**config.mk**
```make
export PLATFORM = sky130hd
export DESIGN_NAME = io_input_fifo
export DESIGN_NICKNAME = d
export VERILOG_FILES = /design/src/rtl/io_input_fifo.sv
export SDC_FILE = /design/constraint.sdc
export NUM_CORES = 1
export LEC_CHECK = 0
export CELL_PAD_IN_SITES_DETAIL_PLACEMENT = 2
export CELL_PAD_IN_SITES_GLOBAL_PLACEMENT = 2
export CORE_MARGIN = 3
export CORE_UTILIZATION = 39
export DETAILED_ROUTE_END_ITERATION = 10
export GPL_TIMING_DRIVEN = 0
export PLACE_DENSITY_LB_ADDON = 0.3
export RECOVER_POWER = 50
export SYNTH_ARGS = -nofsm -noshare
export SYNTH_HDL_FRONTEND = slang
export SYNTH_SLANG_ARGS = --single-unit
```
**constraint.sdc**
```tcl
create_clock -name clk -period 5.42 [get_ports clk]
set_input_delay 0.813 -clock clk [delete_from_list [all_inputs] [get_ports clk]]
set_output_delay 0.813 -clock clk [all_outputs]
set_load 0.03 [all_outputs]
```
**src/rtl/io_input_fifo.sv**
```systemverilog
`default_nettype none
// ============================================================================
//  Module      : io_input_fifo
//  Description : Synchronous 32-bit input FIFO feeding the CPU DIn port.
//                The head word is presented combinationally on DIn, and DIn
//                reads zero while the FIFO is empty. A write is accepted
//                while full when a read is accepted in the same cycle.
//                Optional build macro IO_INPUT_FIFO_ERRFLAG_EN adds sticky
//                ovf (dropped write) and udf (dropped read) flags.
//  Revision    : 1.0 - initial release
// ============================================================================
module io_input_fifo #(
    parameter int DEPTH = 8
) (
    input  logic                     clk,
    input  logic                     reset,
    input  logic                     wr_en,
    input  logic [31:0]              wr_data,
    input  logic                     rd_en,
    output logic [31:0]              DIn,
    output logic                     full,
    output logic                     empty,
    output logic [$clog2(DEPTH):0]   count
`ifdef IO_INPUT_FIFO_ERRFLAG_EN
    ,
    output logic                     ovf,
    output logic                     udf
`endif
);

    localparam int AW = $clog2(DEPTH);
    localparam logic [AW:0] c_depth = (AW+1)'(DEPTH);

    logic [31:0]   r_mem [DEPTH];
    logic [AW-1:0] r_wr_ptr;
    logic [AW-1:0] r_rd_ptr;
    logic [AW:0]   r_count;

    logic w_full;
    logic w_empty;
    logic w_rd_acc;
    logic w_wr_acc;

    // Status flags come straight from the registered count
    always_comb begin
        w_full  = (r_count == c_depth);
        w_empty = (r_count == '0);
        // A read needs data; a write needs room or a same-cycle read freeing a slot.
        // On an empty FIFO the read is refused, so the write is not bypassed.
        w_rd_acc = rd_en && !w_empty;
        w_wr_acc = wr_en && (!w_full || w_rd_acc);
    end

    // Pointer and occupancy bookkeeping
    always_ff @(posedge clk) begin
        if (reset) begin
            r_wr_ptr <= '0;
            r_rd_ptr <= '0;
            r_count  <= '0;
        end else begin
            if (w_wr_acc) r_wr_ptr <= r_wr_ptr + 1'b1;
            if (w_rd_acc) r_rd_ptr <= r_rd_ptr + 1'b1;
            case ({w_wr_acc, w_rd_acc})
                2'b10:   r_count <= r_count + 1'b1;
                2'b01:   r_count <= r_count - 1'b1;
                default: r_count <= r_count;
            endcase
        end
    end

    // Storage array; contents survive reset since the pointers define validity
    always_ff @(posedge clk) begin
        if (!reset && w_wr_acc) r_mem[r_wr_ptr] <= wr_data;
    end

`ifdef IO_INPUT_FIFO_ERRFLAG_EN
    logic r_ovf;
    logic r_udf;

    // Sticky error flags; a read/write pair on an empty FIFO is a legal
    // operation (the write lands), so it does not count as an underflow
    always_ff @(posedge clk) begin
        if (reset) begin
            r_ovf <= 1'b0;
            r_udf <= 1'b0;
        end else begin
            if (wr_en && !w_wr_acc)            r_ovf <= 1'b1;
            if (rd_en && w_empty && !wr_en)    r_udf <= 1'b1;
        end
    end

    assign ovf = r_ovf;
    assign udf = r_udf;
`endif

    assign DIn   = w_empty ? 32'h0000_0000 : r_mem[r_rd_ptr];
    assign full  = w_full;
    assign empty = w_empty;
    assign count = r_count;

endmodule
`default_nettype wire

```
# [Word-level counts from Yosys, hierarchy flattened]
# Memory sizes are Yosys's and may differ from the RTL's. A register that Yosys moved wholly into a read port is not among the register bits.
# Cells that the tools add are included.
[op_classes] n_mux=6 eq_ne=3 reduce_logical=9 add_sub_neg=4
[ops] operator="2-to-1 mux 32 bit" n=1
[ops] operator="case mux 4 bit (2 select lines)" n=1
[ops] operator="adder 3 x 1 -> 3 bit, second input constant" n=2
[ops] operator="2-to-1 mux 3 bit" n=2
[ops] operator="adder 4 x 1 -> 4 bit, second input constant" n=1
[ops] operator="== test 4 bit, second input constant" n=1
[ops] operator="logical NOT 4 bit" n=1
[ops] operator="subtractor 4 x 1 -> 4 bit, second input constant" n=1
[ops] operator="logical AND 1 bit" n=3
[ops] operator="logical NOT 1 bit" n=3
[ops] operator="== test 2 x 1 -> 1 bit, second input constant" n=1
[ops] operator="== test 2 bit, second input constant" n=1
[ops] operator="2-to-1 mux 1 bit" n=2
[ops] operator="nonzero test 2 bit" n=1
[ops] operator="logical OR 1 bit" n=1
[totals] wordCells=26 inputBits=36 reg_bits=10 ram_bits=256 output_inout_bits=38 memories=1
[mem_list] memory="r_mem" depth=8 width=32 rd=1 rd_clocked_by_memory_dff=1 wr=1 line_no="34" source="logic [31:0] r_mem [DEPTH];"

# [Logic depth before layout (Yosys ltp)]
[depth] depth_word=8 mapped_depth=10 ltp_nobuf=9

# [Worst setup path after synthesis]
# OpenSTA, ideal clock, no wires.
[synth_timing] path_kind="input -> register" from="input wr_en" to="memory r_mem[0][0], enable pin" path_stages=3 n_path_buf=1 setup_slack_ns=0.250 required_ns=4.907 arrival_ns=4.657 path_cell_list="clkbuf_1 > o21ai_4 > nor4b_1"
[synth_between] elab_chain_cells=4
[synth_rtl] element="from (decl)" line_no="17" source="input logic wr_en,"
[synth_rtl] element="logical AND 1 bit" line_no="51" source="w_wr_acc = wr_en && (!w_full || w_rd_acc);"
[synth_rtl] element="logical AND 1 bit" line_no="73" source="if (!reset && w_wr_acc) r_mem[r_wr_ptr] <= wr_data;"
[synth_rtl] element="2-to-1 mux 1 bit" line_no="73"
[synth_rtl] element="2-to-1 mux 1 bit (not written as such)" line_no="73"
[synth_rtl] element="to (decl)" line_no="34"
# No other way between the ends.

# [Worst setup path after layout]
[layout_timing] from="register r_count[1], in the netlist count[1]" to="output DIn[19]"
[layout_between] elab_chain_cells=2
[layout_rtl] element="from (decl)" line_no="37" source="logic [AW:0] r_count;"
[layout_rtl] element="from (signal assigned)" line_no="64" source="2'b10: r_count <= r_count + 1'b1;"
[layout_rtl] element="from (signal assigned)" line_no="65" source="2'b01: r_count <= r_count - 1'b1;"
[layout_rtl] element="from (signal assigned)" line_no="66" source="default: r_count <= r_count;"
[layout_rtl] element="logical NOT 4 bit" line_no="47" source="w_empty = (r_count == '0);"
[layout_rtl] element="2-to-1 mux 32 bit" line_no="96" source="assign DIn = w_empty ? 32'h0000_0000 : r_mem[r_rd_ptr];"
[layout_rtl] element="to (decl)" line_no="20" source="output logic [31:0] DIn,"
# No other way between the ends.

==> key figures <==
Floorplanning
  • Die ar.: about 29000 µm²
  • Row count: 59
  • Core Box Area: approximately 26000 µm²
  • Die Y: 170 µm
  • Die Wd: roughly 170 µm
  • Starting Density: 39.9%
  • IO Pins: 74

Synth
  • Simple-gate share of the synthesized area: under 10%
  • Share of the yosys chip area belonging to registers: between 70% and 80%
  • Largest area contributor in the netlist: edfxtp_1
  • Synth Warn #: 0
  • Post-synth top area share: 73.5%
  • Post-Synth Adder-Cell Area: less than 1%
  • Mux cell area share after synthesis: around 17%
  • Most frequent cell after synthesis: edfxtp_1
  • Distinct cells, synth: 38
  • Yosys reg bits: around 270
  • Main combinational cell family by area after synthesis: multiplexers
  • EDFF count, synth: 256
  • Primary FF master, synth: edfxtp_1
  • Syn_area_per_cell: between 20 and 25 µm²
  • Commonest cells post-synth: edfxtp_1, mux4_2, nor2_1, mux2i_1, dfxtp_1
  • Post-Syn Nets: 531
  • Post-synthesis cell area: ~10000 µm²
  • Post-Synth XOR/XNOR Area: less than 1%
  • Ys async rst share: 0%
  • Compound-Gate Fraction of Synth Area: under 10%
  • Post-synthesis cell count: 490
  • Synth area leaders: edfxtp_1, mux4_2, mux2i_1

Worst setup path
  • CP Data Arrival Time: ~3.4 ns
  • Crit-path cells: clkbuf_1 -> nor4_2 -> clkbuf_1 -> nor2_1 -> clkdlybuf4s50_1
  • Most used cell, CP: clkbuf_1
  • Worst path bufs/invs: 3
  • Crit-path max cell delay: approximately 0.9 ns
  • CP Data Required Time: between 4 and 5 ns
  • Crit-path max FO: 10
  • Worst path slowest cell: nor4_2
  • Critical path class: register to output pin
  • CP startpoint kind: register
  • Critical path capture point type: output pin
  • Delay-heaviest family, CP: buffers and inverters

Route
  • Via density: ~5.4
  • Routed vias: between 5k and 6k
  • Drt drc: 0
  • Drt initial violations: ~400
  • Drt first pass iters: 4
  • Routed wire length per instance: 27.3 µm
  • Drt total wl: around 27000 µm
  • DRT antenna net count: 0

Place
  • Placed insts: 924
  • Area after DPL: between 10000 and 15000 µm²
  • Routability cong.: about 0.72
  • Detailed placement HPWL: around 18000 µm
  • IO buf count: 73

Clocking
  • CTS tree: yes
  • Post CTS Setup Buffer Count: 0
  • Post-CTS Hold Buffers: 0
  • CTS Buf Count: 29
  • CTS max path bufs: 3
  • # H-tree levels: 1
  • CTS clock-pin slew for the worst setup and hold paths: 0.06 ns
  • Clk_lat worst skew: 0.53 ns
  • Post-CTS sizing: 0
  • Clock sink count: between 200 and 300
  • Root Buffer: clkbuf_16

STA
  • Fmax: about 0.24 GHz
  • Slew headroom: around a third
  • Minimum clock period: about 4.2 ns
  • Final Slew Violations: 0
  • Hold Violations, Final: 0
  • Min Hold Slack: between 0.5 and 0.6 ns
  • Period Utilization, post-route: between 70% and 80%
  • Post-Route Skew: between 0.015 and 0.02 ns
  • Setup TNS: 0 ns
  • Measured slew at the worst slew-check pin: slightly below 1 ns
  • RSZ-0062 raised after global routing: false
  • Setup Viol. Count Final: 0

Layout
  • Final Instance Area: 12800 µm²
  • # fillers: 2313
  • Register area: 7950 µm²
  • Area Growth Syn to Fin: 22.2%
  • Final nets: around 660
  • Layout cells sized above 1: a little under a quarter
  • Area occupied by multi-input gates: 2380 µm²
  • Antenna cells: 0
  • Non-filler instance count after layout: approximately 1000

Min path
  • Hold/Removal Path Class: register to register

Power
  • VDD IR max: 0.243 mV
  • Pwr/cell area: 495 nW/µm²
  • Leak: 4.02 nW
  • Power consumption: between 6 and 7 mW

Global routing
  • GRT Util Overall: a little under a fifth
  • Overflow after GRT: 0
  • First-pass GRT wire length: slightly above 40000 µm
  • Vias in the first global route: approximately 6.1k
  • Initial antenna violation count: 1
  • Largest net degree at the start of global routing: 24

Job
  • Max cap viols: 0

Status
  • Status: completed
final cells by class:
type	instances	share of cell area (%)
Buffer	25	0.969
Clock buffer	38	6.33
Clock inverter	15	0.753
Inverter	3	0.0881
Multi-Input combinational cell	193	18.6
Sequential cell	269	62.2
Tap cell	335	3.28
Timing Repair Buffer	99	7.83
cell families (layout without fill, tap and decap cells):
logic type,count (synthesis),after routing
adder cells (fa/ha/maj),5,5
XOR/XNOR,7,7
AO/OA/AOI/OAI,13,13
buffers and inverters,28,180
flip-flops,269,269
multiplexers,99,99
AND/OR/NAND/NOR,69,69
worst min-delay path, cell delays in order, from the launching register on:
cell and delay, ns:
dfxtp_1 0.33, xor2_1 0.07, nor2_1 0.12
layout by cell type (no fill, tap or decap), types with 5 or more instances in the layout:
master / Yosys / routed
buf_4: 6 / 15
mux4_2: 64 / 64
dlygate4sd3_1: 0 / 34
dfxtp_1: 13 / 13
clkbuf_8: 0 / 5
clkdlybuf4s50_1: 0 / 39
buf_6: 1 / 12
mux2i_1: 35 / 35
clkbuf_16: 0 / 29
clkinv_1: 0 / 6
nor2_1: 48 / 45
edfxtp_1: 256 / 256
clkinv_2: 0 / 8
buf_2: 6 / 6
clkbuf_1: 12 / 19
per-stage QoR:
stage	util, %	worst slack [ns]
floorplan	-	0.250
global placement	44.3	-3.99
detailed placement	45.6	1.57
CTS	49.0	1.23
global route	48.8	1.03
finish	48.8	1.20
power by group:
group          internal, mW  switching [mW]  leakage, nW
registers              2.35          0.0421         2.42
clock network          1.09           0.777        0.451
logic                 0.880            1.20         1.15
total                  4.32            2.02         4.02
path summary, 6_finish.rpt:
kind	startpoint	endpoint	slack [ns]	cells after the start
worst max register to register	count[1]	r_mem[0][20]	2.17	8
worst max-delay path	count[1]	DIn[19]	1.20	5
worst min-delay path	r_rd_ptr[2]	r_rd_ptr[2]	0.57	2
worst min register to register	r_rd_ptr[2]	r_rd_ptr[2]	0.57	2
flip-flops by register name, summed over array words and instances (netlist names), named ones only:
signal	cells
count	4
r_mem	256
r_rd_ptr	3
r_wr_ptr	3
layer usage:
layer	part of all wire (%)	vias to the layer above	track usage, %
li1	-	2278	-
met1	43	2840	25.8
met2	51	109	32.8
met3	4.2	29	2.87
met4	1.2	2	3.63
met5	0.045	-	0
(Power assumes the default switching activity.)
